File: config.mk
export PLATFORM = sky130hd
export DESIGN_NAME = draw_power_bar_flat
export DESIGN_NICKNAME = d
export VERILOG_FILES = /design/src/rtl/power_bar_pkg.sv /design/src/rtl/vga_if.sv /design/src/rtl/pbar_level_ctrl.sv /design/src/rtl/draw_power_bar.sv /design/src/flat_wrapper.sv
export SDC_FILE = /design/constraint.sdc
export NUM_CORES = 1
export LEC_CHECK = 0
export BUFFER_PORTS_ARGS = -buffer_cell sky130_fd_sc_hd__buf_4
export CAP_MARGIN = 20
export CORE_MARGIN = 2
export CORE_UTILIZATION = 43
export DETAILED_ROUTE_END_ITERATION = 6
export HOLD_SLACK_MARGIN = 0.08
export PLACE_DENSITY = 0.69
export SLEW_MARGIN = 20
export SYNTH_ARGS = -nofsm -noshare
export SYNTH_HDL_FRONTEND = slang
export SYNTH_HIERARCHICAL = 1
export SYNTH_SLANG_ARGS = --single-unit
File: constraint.sdc
create_clock -name clk -period 3.55 [get_ports clk]
set_input_delay 0.355 -clock clk [delete_from_list [all_inputs] [get_ports clk]]
set_output_delay 0.355 -clock clk [all_outputs]
set_load 0.01 [all_outputs]
File: src/rtl/power_bar_pkg.sv
// Shared types and constants for the charge/power bar overlay.
// Holds the FSM state type, mode selectors, default colours and the pixel bundle.
package power_bar_pkg;

  localparam int unsigned VGA_CNT_W = 11;
  localparam int unsigned RGB_W     = 12;

  localparam int unsigned MODE_SATURATE = 0;
  localparam int unsigned MODE_PINGPONG = 1;

  localparam logic [RGB_W-1:0] DEF_COLOR_FILL   = 12'hF00;
  localparam logic [RGB_W-1:0] DEF_COLOR_FULL   = 12'hFF0;
  localparam logic [RGB_W-1:0] DEF_COLOR_BORDER = 12'h000;

  typedef enum logic [1:0] {
    StIdle,
    StCharge,
    StFull,
    StCooldown
  } pbar_state_t;

  typedef struct packed {
    logic [VGA_CNT_W-1:0] hcount;
    logic [VGA_CNT_W-1:0] vcount;
    logic                 hsync;
    logic                 vsync;
    logic                 hblnk;
    logic                 vblnk;
    logic [RGB_W-1:0]     rgb;
  } vga_px_t;

  // Half-open interval test: lo <= val < hi.
  function automatic logic in_range(input int val, input int lo, input int hi);
    return (val >= lo) && (val < hi);
  endfunction

endpackage

File: src/rtl/vga_if.sv
// VGA timing + colour bundle passed between overlay stages.
// vga_in is the consuming side, vga_out the producing side.
interface vga_if;
  import power_bar_pkg::*;

  logic [VGA_CNT_W-1:0] hcount;
  logic [VGA_CNT_W-1:0] vcount;
  logic                 hsync;
  logic                 vsync;
  logic                 hblnk;
  logic                 vblnk;
  logic [RGB_W-1:0]     rgb;

  modport vga_in  (input  hcount, vcount, hsync, vsync, hblnk, vblnk, rgb);
  modport vga_out (output hcount, vcount, hsync, vsync, hblnk, vblnk, rgb);

endinterface

File: src/rtl/pbar_level_ctrl.sv
// Charge FSM: steps the level while charge is held, emits the released level as a
// one-cycle force pulse, then locks out new charges for a number of frames.
module pbar_level_ctrl
  import power_bar_pkg::*;
#(
  parameter int unsigned MAX_LEVEL       = 128,
  parameter int unsigned STEP_INTERVAL   = 1_234_177,
  parameter int unsigned MODE            = MODE_SATURATE,
  parameter int unsigned COOLDOWN_FRAMES = 30
) (
  input  logic                             clk,
  input  logic                             rst_n,
  input  logic                             charge_i,
  input  logic                             cancel_i,
  input  logic                             vsync_i,
  output logic [$clog2(MAX_LEVEL+1)-1:0]   level_o,
  output logic                             bar_on_o,
  output logic [$clog2(MAX_LEVEL+1)-1:0]   throw_force_o,
  output logic                             force_valid_o,
  output logic                             busy_o
);

  localparam int unsigned FORCE_W = $clog2(MAX_LEVEL + 1);
  localparam int unsigned StepW   = (STEP_INTERVAL > 1) ? $clog2(STEP_INTERVAL) : 1;
  localparam int unsigned FrameW  = (COOLDOWN_FRAMES > 0) ? $clog2(COOLDOWN_FRAMES + 1) : 1;

  localparam logic [StepW-1:0]   StepLast  = StepW'(STEP_INTERVAL - 1);
  localparam logic [FrameW-1:0]  FrameLast = FrameW'(COOLDOWN_FRAMES - 1);
  localparam logic [FORCE_W-1:0] LvlMax    = FORCE_W'(MAX_LEVEL);
  localparam logic [FORCE_W-1:0] LvlOne    = FORCE_W'(1);

  pbar_state_t        state_q, state_d;
  logic [StepW-1:0]   step_cnt_q, step_cnt_d;
  logic [FORCE_W-1:0] level_q, level_d;
  logic [FORCE_W-1:0] force_q, force_d;
  logic [FrameW-1:0]  frame_cnt_q, frame_cnt_d;
  logic               dir_up_q, dir_up_d;
  logic               valid_q, valid_d;
  logic               charge_prev_q, vsync_prev_q;

  logic charge_rise, charge_fall, vsync_rise, step_now;

  // Edge detectors run in every state so a charge held across cooldown exit is not a new press.
  assign charge_rise = charge_i & ~charge_prev_q;
  assign charge_fall = ~charge_i & charge_prev_q;
  assign vsync_rise  = vsync_i & ~vsync_prev_q;
  assign step_now    = (step_cnt_q == StepLast);

  always_comb begin
    state_d     = state_q;
    step_cnt_d  = step_cnt_q;
    level_d     = level_q;
    force_d     = force_q;
    frame_cnt_d = frame_cnt_q;
    dir_up_d    = dir_up_q;
    valid_d     = 1'b0;

    unique case (state_q)
      StIdle: begin
        if (charge_rise) begin
          state_d    = StCharge;
          level_d    = '0;
          step_cnt_d = '0;
          dir_up_d   = 1'b1;
        end
      end

      StCharge, StFull: begin
        if (cancel_i) begin
          state_d    = StIdle;
          level_d    = '0;
          step_cnt_d = '0;
        end else if (charge_fall) begin
          // Capture the pre-step level; a coincident step is dropped.
          force_d     = level_q;
          valid_d     = 1'b1;
          state_d     = StCooldown;
          frame_cnt_d = '0;
        end else if (state_q == StCharge) begin
          if (step_now) begin
            step_cnt_d = '0;
            if (MODE == MODE_PINGPONG) begin
              if (dir_up_q) begin
                level_d = level_q + LvlOne;
                if (level_d == LvlMax) dir_up_d = 1'b0;
              end else begin
                level_d = level_q - LvlOne;
                if (level_d == '0) dir_up_d = 1'b1;
              end
            end else begin
              level_d = level_q + LvlOne;
              if (level_d == LvlMax) state_d = StFull;
            end
          end else begin
            step_cnt_d = step_cnt_q + 1'b1;
          end
        end
      end

      StCooldown: begin
        if (COOLDOWN_FRAMES == 0) begin
          state_d = StIdle;
          level_d = '0;
        end else if (vsync_rise) begin
          if (frame_cnt_q == FrameLast) begin
            state_d     = StIdle;
            level_d     = '0;
            frame_cnt_d = '0;
          end else begin
            frame_cnt_d = frame_cnt_q + 1'b1;
          end
        end
      end

      default: state_d = StIdle;
    endcase
  end

  always_ff @(posedge clk or negedge rst_n) begin
    if (!rst_n) begin
      state_q       <= StIdle;
      step_cnt_q    <= '0;
      level_q       <= '0;
      force_q       <= '0;
      frame_cnt_q   <= '0;
      dir_up_q      <= 1'b1;
      valid_q       <= 1'b0;
      charge_prev_q <= 1'b0;
      vsync_prev_q  <= 1'b0;
    end else begin
      state_q       <= state_d;
      step_cnt_q    <= step_cnt_d;
      level_q       <= level_d;
      force_q       <= force_d;
      frame_cnt_q   <= frame_cnt_d;
      dir_up_q      <= dir_up_d;
      valid_q       <= valid_d;
      charge_prev_q <= charge_i;
      vsync_prev_q  <= vsync_i;
    end
  end

  assign level_o       = level_q;
  assign bar_on_o      = (state_q == StCharge) || (state_q == StFull);
  assign throw_force_o = force_q;
  assign force_valid_o = valid_q;
  assign busy_o        = (state_q != StIdle);

endmodule

File: src/rtl/draw_power_bar.sv
// Power-bar overlay: a framed bar whose fill width tracks the charge level,
// composited over the incoming VGA stream with one registered stage.
module draw_power_bar
  import power_bar_pkg::*;
#(
  parameter int unsigned      X_START         = 876,
  parameter int unsigned      Y_START         = 400,
  parameter int unsigned      BAR_H           = 21,
  parameter int unsigned      MAX_LEVEL       = 128,
  parameter int unsigned      BORDER          = 3,
  parameter int unsigned      STEP_INTERVAL   = 1_234_177,
  parameter int unsigned      MODE            = MODE_SATURATE,
  parameter int unsigned      COOLDOWN_FRAMES = 30,
  parameter logic [RGB_W-1:0] COLOR_FILL      = DEF_COLOR_FILL,
  parameter logic [RGB_W-1:0] COLOR_FULL      = DEF_COLOR_FULL,
  parameter logic [RGB_W-1:0] COLOR_BORDER    = DEF_COLOR_BORDER
) (
  input  logic                           clk,
  input  logic                           rst_n,
  input  logic                           charge,
  input  logic                           cancel,
  output logic [$clog2(MAX_LEVEL+1)-1:0] throw_force,
  output logic                           force_valid,
  output logic                           busy,
  vga_if.vga_in                          vga_in,
  vga_if.vga_out                         vga_out
);

  localparam int unsigned FORCE_W = $clog2(MAX_LEVEL + 1);
  localparam logic [FORCE_W-1:0] LvlMax = FORCE_W'(MAX_LEVEL);

  localparam int BoxX0   = int'(X_START);
  localparam int BoxX1   = int'(X_START + MAX_LEVEL);
  localparam int BoxY0   = int'(Y_START);
  localparam int BoxY1   = int'(Y_START + BAR_H);
  localparam int FrameX0 = BoxX0 - int'(BORDER);
  localparam int FrameX1 = BoxX1 + int'(BORDER);
  localparam int FrameY0 = BoxY0 - int'(BORDER);
  localparam int FrameY1 = BoxY1 + int'(BORDER);

  logic [FORCE_W-1:0] level;
  logic               bar_on;
  int                 h_pos, v_pos;
  logic               in_box, in_ring, in_fill;
  vga_px_t            px_d, px_q;

  pbar_level_ctrl #(
    .MAX_LEVEL      (MAX_LEVEL),
    .STEP_INTERVAL  (STEP_INTERVAL),
    .MODE           (MODE),
    .COOLDOWN_FRAMES(COOLDOWN_FRAMES)
  ) u_level_ctrl (
    .clk          (clk),
    .rst_n        (rst_n),
    .charge_i     (charge),
    .cancel_i     (cancel),
    .vsync_i      (vga_in.vsync),
    .level_o      (level),
    .bar_on_o     (bar_on),
    .throw_force_o(throw_force),
    .force_valid_o(force_valid),
    .busy_o       (busy)
  );

  assign h_pos   = int'(vga_in.hcount);
  assign v_pos   = int'(vga_in.vcount);
  assign in_box  = in_range(h_pos, BoxX0, BoxX1) && in_range(v_pos, BoxY0, BoxY1);
  assign in_ring = in_range(h_pos, FrameX0, FrameX1) && in_range(v_pos, FrameY0, FrameY1)
                   && !in_box;
  assign in_fill = in_range(h_pos, BoxX0, BoxX0 + int'(level)) && in_range(v_pos, BoxY0, BoxY1);

  // Level used here is the one live when the pixel arrives, not the registered-out one.
  always_comb begin
    px_d.hcount = vga_in.hcount;
    px_d.vcount = vga_in.vcount;
    px_d.hsync  = vga_in.hsync;
    px_d.vsync  = vga_in.vsync;
    px_d.hblnk  = vga_in.hblnk;
    px_d.vblnk  = vga_in.vblnk;
    px_d.rgb    = vga_in.rgb;
    if (bar_on && in_fill) begin
      px_d.rgb = (level == LvlMax) ? COLOR_FULL : COLOR_FILL;
    end else if (bar_on && in_ring) begin
      px_d.rgb = COLOR_BORDER;
    end
  end

  always_ff @(posedge clk or negedge rst_n) begin
    if (!rst_n) begin
      px_q <= '0;
    end else begin
      px_q <= px_d;
    end
  end

  assign vga_out.hcount = px_q.hcount;
  assign vga_out.vcount = px_q.vcount;
  assign vga_out.hsync  = px_q.hsync;
  assign vga_out.vsync  = px_q.vsync;
  assign vga_out.hblnk  = px_q.hblnk;
  assign vga_out.vblnk  = px_q.vblnk;
  assign vga_out.rgb    = px_q.rgb;

endmodule

File: src/flat_wrapper.sv
// flat-port wrapper written by rule: the top's interface ports become plain ports
module draw_power_bar_flat import power_bar_pkg::*;
#(
  parameter int unsigned      X_START         = 876,
  parameter int unsigned      Y_START         = 400,
  parameter int unsigned      BAR_H           = 21,
  parameter int unsigned      MAX_LEVEL       = 128,
  parameter int unsigned      BORDER          = 3,
  parameter int unsigned      STEP_INTERVAL   = 1_234_177,
  parameter int unsigned      MODE            = MODE_SATURATE,
  parameter int unsigned      COOLDOWN_FRAMES = 30,
  parameter logic [RGB_W-1:0] COLOR_FILL      = DEF_COLOR_FILL,
  parameter logic [RGB_W-1:0] COLOR_FULL      = DEF_COLOR_FULL,
  parameter logic [RGB_W-1:0] COLOR_BORDER    = DEF_COLOR_BORDER
)
  (clk, rst_n, charge, cancel, throw_force, force_valid, busy, vga_in_hcount, vga_in_vcount, vga_in_hsync, vga_in_vsync, vga_in_hblnk, vga_in_vblnk, vga_in_rgb, vga_out_hcount, vga_out_vcount, vga_out_hsync, vga_out_vsync, vga_out_hblnk, vga_out_vblnk, vga_out_rgb);
  vga_if vga_in_i ();
  vga_if vga_out_i ();
  input  logic clk;
  input  logic rst_n;
  input  logic charge;
  input  logic cancel;
  output logic [$clog2(MAX_LEVEL+1)-1:0] throw_force;
  output logic force_valid;
  output logic busy;
  input wire logic [$bits(vga_in_i.hcount)-1:0] vga_in_hcount;
  input wire logic [$bits(vga_in_i.vcount)-1:0] vga_in_vcount;
  input wire logic [$bits(vga_in_i.hsync)-1:0] vga_in_hsync;
  input wire logic [$bits(vga_in_i.vsync)-1:0] vga_in_vsync;
  input wire logic [$bits(vga_in_i.hblnk)-1:0] vga_in_hblnk;
  input wire logic [$bits(vga_in_i.vblnk)-1:0] vga_in_vblnk;
  input wire logic [$bits(vga_in_i.rgb)-1:0] vga_in_rgb;
  output wire logic [$bits(vga_out_i.hcount)-1:0] vga_out_hcount;
  output wire logic [$bits(vga_out_i.vcount)-1:0] vga_out_vcount;
  output wire logic [$bits(vga_out_i.hsync)-1:0] vga_out_hsync;
  output wire logic [$bits(vga_out_i.vsync)-1:0] vga_out_vsync;
  output wire logic [$bits(vga_out_i.hblnk)-1:0] vga_out_hblnk;
  output wire logic [$bits(vga_out_i.vblnk)-1:0] vga_out_vblnk;
  output wire logic [$bits(vga_out_i.rgb)-1:0] vga_out_rgb;
  assign vga_in_i.hcount = vga_in_hcount;
  assign vga_in_i.vcount = vga_in_vcount;
  assign vga_in_i.hsync = vga_in_hsync;
  assign vga_in_i.vsync = vga_in_vsync;
  assign vga_in_i.hblnk = vga_in_hblnk;
  assign vga_in_i.vblnk = vga_in_vblnk;
  assign vga_in_i.rgb = vga_in_rgb;
  assign vga_out_hcount = vga_out_i.hcount;
  assign vga_out_vcount = vga_out_i.vcount;
  assign vga_out_hsync = vga_out_i.hsync;
  assign vga_out_vsync = vga_out_i.vsync;
  assign vga_out_hblnk = vga_out_i.hblnk;
  assign vga_out_vblnk = vga_out_i.vblnk;
  assign vga_out_rgb = vga_out_i.rgb;
  draw_power_bar #(.X_START(X_START), .Y_START(Y_START), .BAR_H(BAR_H), .MAX_LEVEL(MAX_LEVEL), .BORDER(BORDER), .STEP_INTERVAL(STEP_INTERVAL), .MODE(MODE), .COOLDOWN_FRAMES(COOLDOWN_FRAMES), .COLOR_FILL(COLOR_FILL), .COLOR_FULL(COLOR_FULL), .COLOR_BORDER(COLOR_BORDER)) u_core (.clk(clk), .rst_n(rst_n), .charge(charge), .cancel(cancel), .throw_force(throw_force), .force_valid(force_valid), .busy(busy), .vga_in(vga_in_i), .vga_out(vga_out_i));
endmodule
==> run metrics <==
Vias/cell 5.548; synthesized area per cell 10.17 sq um; distinct cell type count after synthesis 67; VDD IR-drop max 0.0002214 V; Syn Inst Count 431; Post-DRT Antenna Nets 0; most frequent cells in the layout buf_4, dfrtp_1, o21ai_0; CTS hold repair buffers 0; dpl hpwl 7.108 mm; layout cells sized above 1 24.81%; Critical Path Start Type flip-flop; number of global-route vias before repair 3453; Routed WL 9.769 mm; chip height 105.0 um; RePlAce Congestion 0.8298; Final setup viols 0; Post-synth EDFFs 0; max cap viols 0; R2R depth 7; Worst Path Arrival 3150 ps; largest net degree at the start of global routing 86; final std cells w/o fill 657; Final Power 2379 uW; Setup CP Type flip-flop to flip-flop; dominant synthesized flop cell dfrtp_1; Via Count 3645; Initial Utilization 44.65%; post-cts sizing count 0; Seq cells post-synth 85; DR pass1 iterations 5; Sink Count 85; DRC viols 0; placed insts 641; sequential element share of the synthesized area 48.52%; Bufs on Longest Clock Path 2; Hold Vio Cnt, Final 0; P_leak 0.002444 uW; global-route usage over all layers 17.93%; FMAX 0.3410 GHz; crit-path max FO 12; Tcrit/Tclk final 82.60%; DRT iter0 DRCs 227; Power Density 442.7 mW/mm^2; synthesis-to-layout area growth 22.57%; Root Buffer clkbuf_8; grt total ovfl 0; Slew HR 40.43%; Syn Nets 495; Final #Nets 583; WL/cell 14.87 um; Worst-Margin Slew 893.6 ps; htree depth 3; initial antenna violation count 0; smallest hold slack 41.04 ps; Die W 105.0 um; I/O Buffers 89; TritonCTS clock tree built; ANT cells 0; # IOs 90; Synth Cell Area 0.004384 sq mm; Die Area 0.01102 sq mm; Synth area leader dfrtp_1; status finished, final reports clean; yosys synthesis warning count 6; crit end category flip-flop; CP required 3770 ps; first-pass GRT wire length 16.19 mm; core area 0.009819 sq mm; worst hold path type primary input to asynchronous set/reset pin; commonest non-fill, non-tap cell in the layout buf_4; Synth area leaders dfrtp_1, ha_1, o21ai_0, nand3_1, nand2_1; Yosys top cell area share 48.52%; setup TNS 0 ps; Post-CTS Setup Repair Bufs 0; Cell Rows 36; Worst-Skew Late Latency 350 ps; post-layout util 54.73%; Reg clk slew, reported paths 90 ps; max-slew violations 0; skew final 11.68 ps; min Tclk post-route 2932 ps; total CTS buffers 9; RSZ-0062 raised after global routing false; asr flop ratio synth 100.0%
-- metrics by stage --
stage,area (sq um),worst slack [ps]
floorplan,4384,845.5
global placement,5171,717.2
detailed placement,5171,653.4
CTS,5370,635.6
global route,5374,369.5
finish,5374,617.8
-- registers in the layout, indices dropped and copies added (netlist names) --
register,flops
u_core/u_level_ctrl/step_cnt_q,21
u_core/vga_out.rgb,12
u_core/vga_out.hcount,11
u_core/vga_out.vcount,11
u_core/u_level_ctrl/level_o,8
u_core/u_level_ctrl/throw_force_o,8
u_core/u_level_ctrl/frame_cnt_q,5
u_core/u_level_ctrl/state_q,2
u_core/u_level_ctrl/charge_prev_q,1
u_core/u_level_ctrl/force_valid_o,1
u_core/u_level_ctrl/vsync_prev_q,1
u_core/vga_out.hblnk,1
u_core/vga_out.hsync,1
u_core/vga_out.vblnk,1
u_core/vga_out.vsync,1
-- final cells by class --
cell class,instances,area (sq um)
multi-input cells,307,2101
clock buffers,10,127.6
repair buffers,91,686.9
clock inverters,6,71.32
well taps,133,166.4
fillers,893,4446
inverters,25,93.84
flip-flops and latches,85,2127
-- path summary, 6_finish.rpt --
| check | start | to | slack [ps] |
|---|---|---|---|
| worst min-delay path | rst_n | u_core/vga_out.hcount[1] | 40 |
| max in group asynchronous | rst_n | u_core/u_level_ctrl/level_o[2] | 2990 |
| worst min register to register | u_core/u_level_ctrl/throw_force_o[4] | u_core/u_level_ctrl/throw_force_o[4] | 510 |
| worst max register to register | u_core/u_level_ctrl/state_q[0] | u_core/vga_out.rgb[4] | 620 |
| worst max-delay path | u_core/u_level_ctrl/state_q[0] | u_core/vga_out.rgb[4] | 620 |
| min in group clk | vga_in_vblnk | u_core/vga_out.vblnk | 100 |
-- logic make-up after synthesis --
kind of cell	after synthesis	share of synthesized area, %
AND/OR/NAND/NOR	157	20.46
adder cells (fa/ha/maj)	22	6.278
XOR/XNOR	12	2.397
buffers and inverters	39	3.710
flip-flops	85	48.52
multiplexers	12	2.968
AO/OA/AOI/OAI	104	15.67
-- synth_stat cells, types with 2 or more instances --
| cell | instances |
|---|---|
| o31ai_1 | 10 |
| dfrtp_1 | 85 |
| nor2_1 | 21 |
| and4_1 | 3 |
| nand2_1 | 27 |
| nand3b_1 | 3 |
| or4_1 | 4 |
| buf_2 | 4 |
| and3_1 | 11 |
| a31oi_1 | 4 |
| a21oi_2 | 2 |
| mux2i_1 | 4 |
| a211oi_1 | 3 |
| nor4_1 | 9 |
| or3_1 | 6 |
| nand3_1 | 21 |
| o21bai_1 | 5 |
| or4b_1 | 2 |
| nor4_2 | 2 |
| nand4_1 | 5 |
| a32oi_1 | 2 |
| a21oi_1 | 19 |
| nor2b_1 | 3 |
| nor3_1 | 8 |
| a221oi_1 | 2 |
| nand2b_1 | 8 |
| ha_1 | 22 |
| nor3b_1 | 4 |
| inv_1 | 25 |
| xnor2_1 | 11 |
| or2_2 | 5 |
| o211ai_1 | 4 |
| and2_1 | 4 |
| o21ai_0 | 28 |
| o21a_1 | 4 |
| a2111oi_0 | 2 |
| o21ai_1 | 2 |
| clkbuf_1 | 8 |
| mux2_2 | 8 |
| o22ai_1 | 2 |
| a21o_1 | 3 |
-- worst max-delay path: stages, from the launching register on --
cell	delay (ps)
dfrtp_1	420
inv_1	90
ha_1	390
or4b_1	450
or4b_1	540
nor3_1	330
and3_1	460
o31ai_1	120
-- report_power, final --
group / total (uW) / internal, uW / switching, uW
registers: 1050 / 1010 / 32.0
logic: 643 / 237 / 406
clock network: 690 / 332 / 358
total: 2380 / 1580 / 795
-- per-layer routing --
layer | share of wire, % | GRT usage, %
met1 | 46 | 22.94
met4 | 2.3 | 7.429
met3 | 5.0 | 3.618
met5 | 0 | 0
met2 | 47 | 29.64
Note: power is estimated with default switching activity, not from simulation.
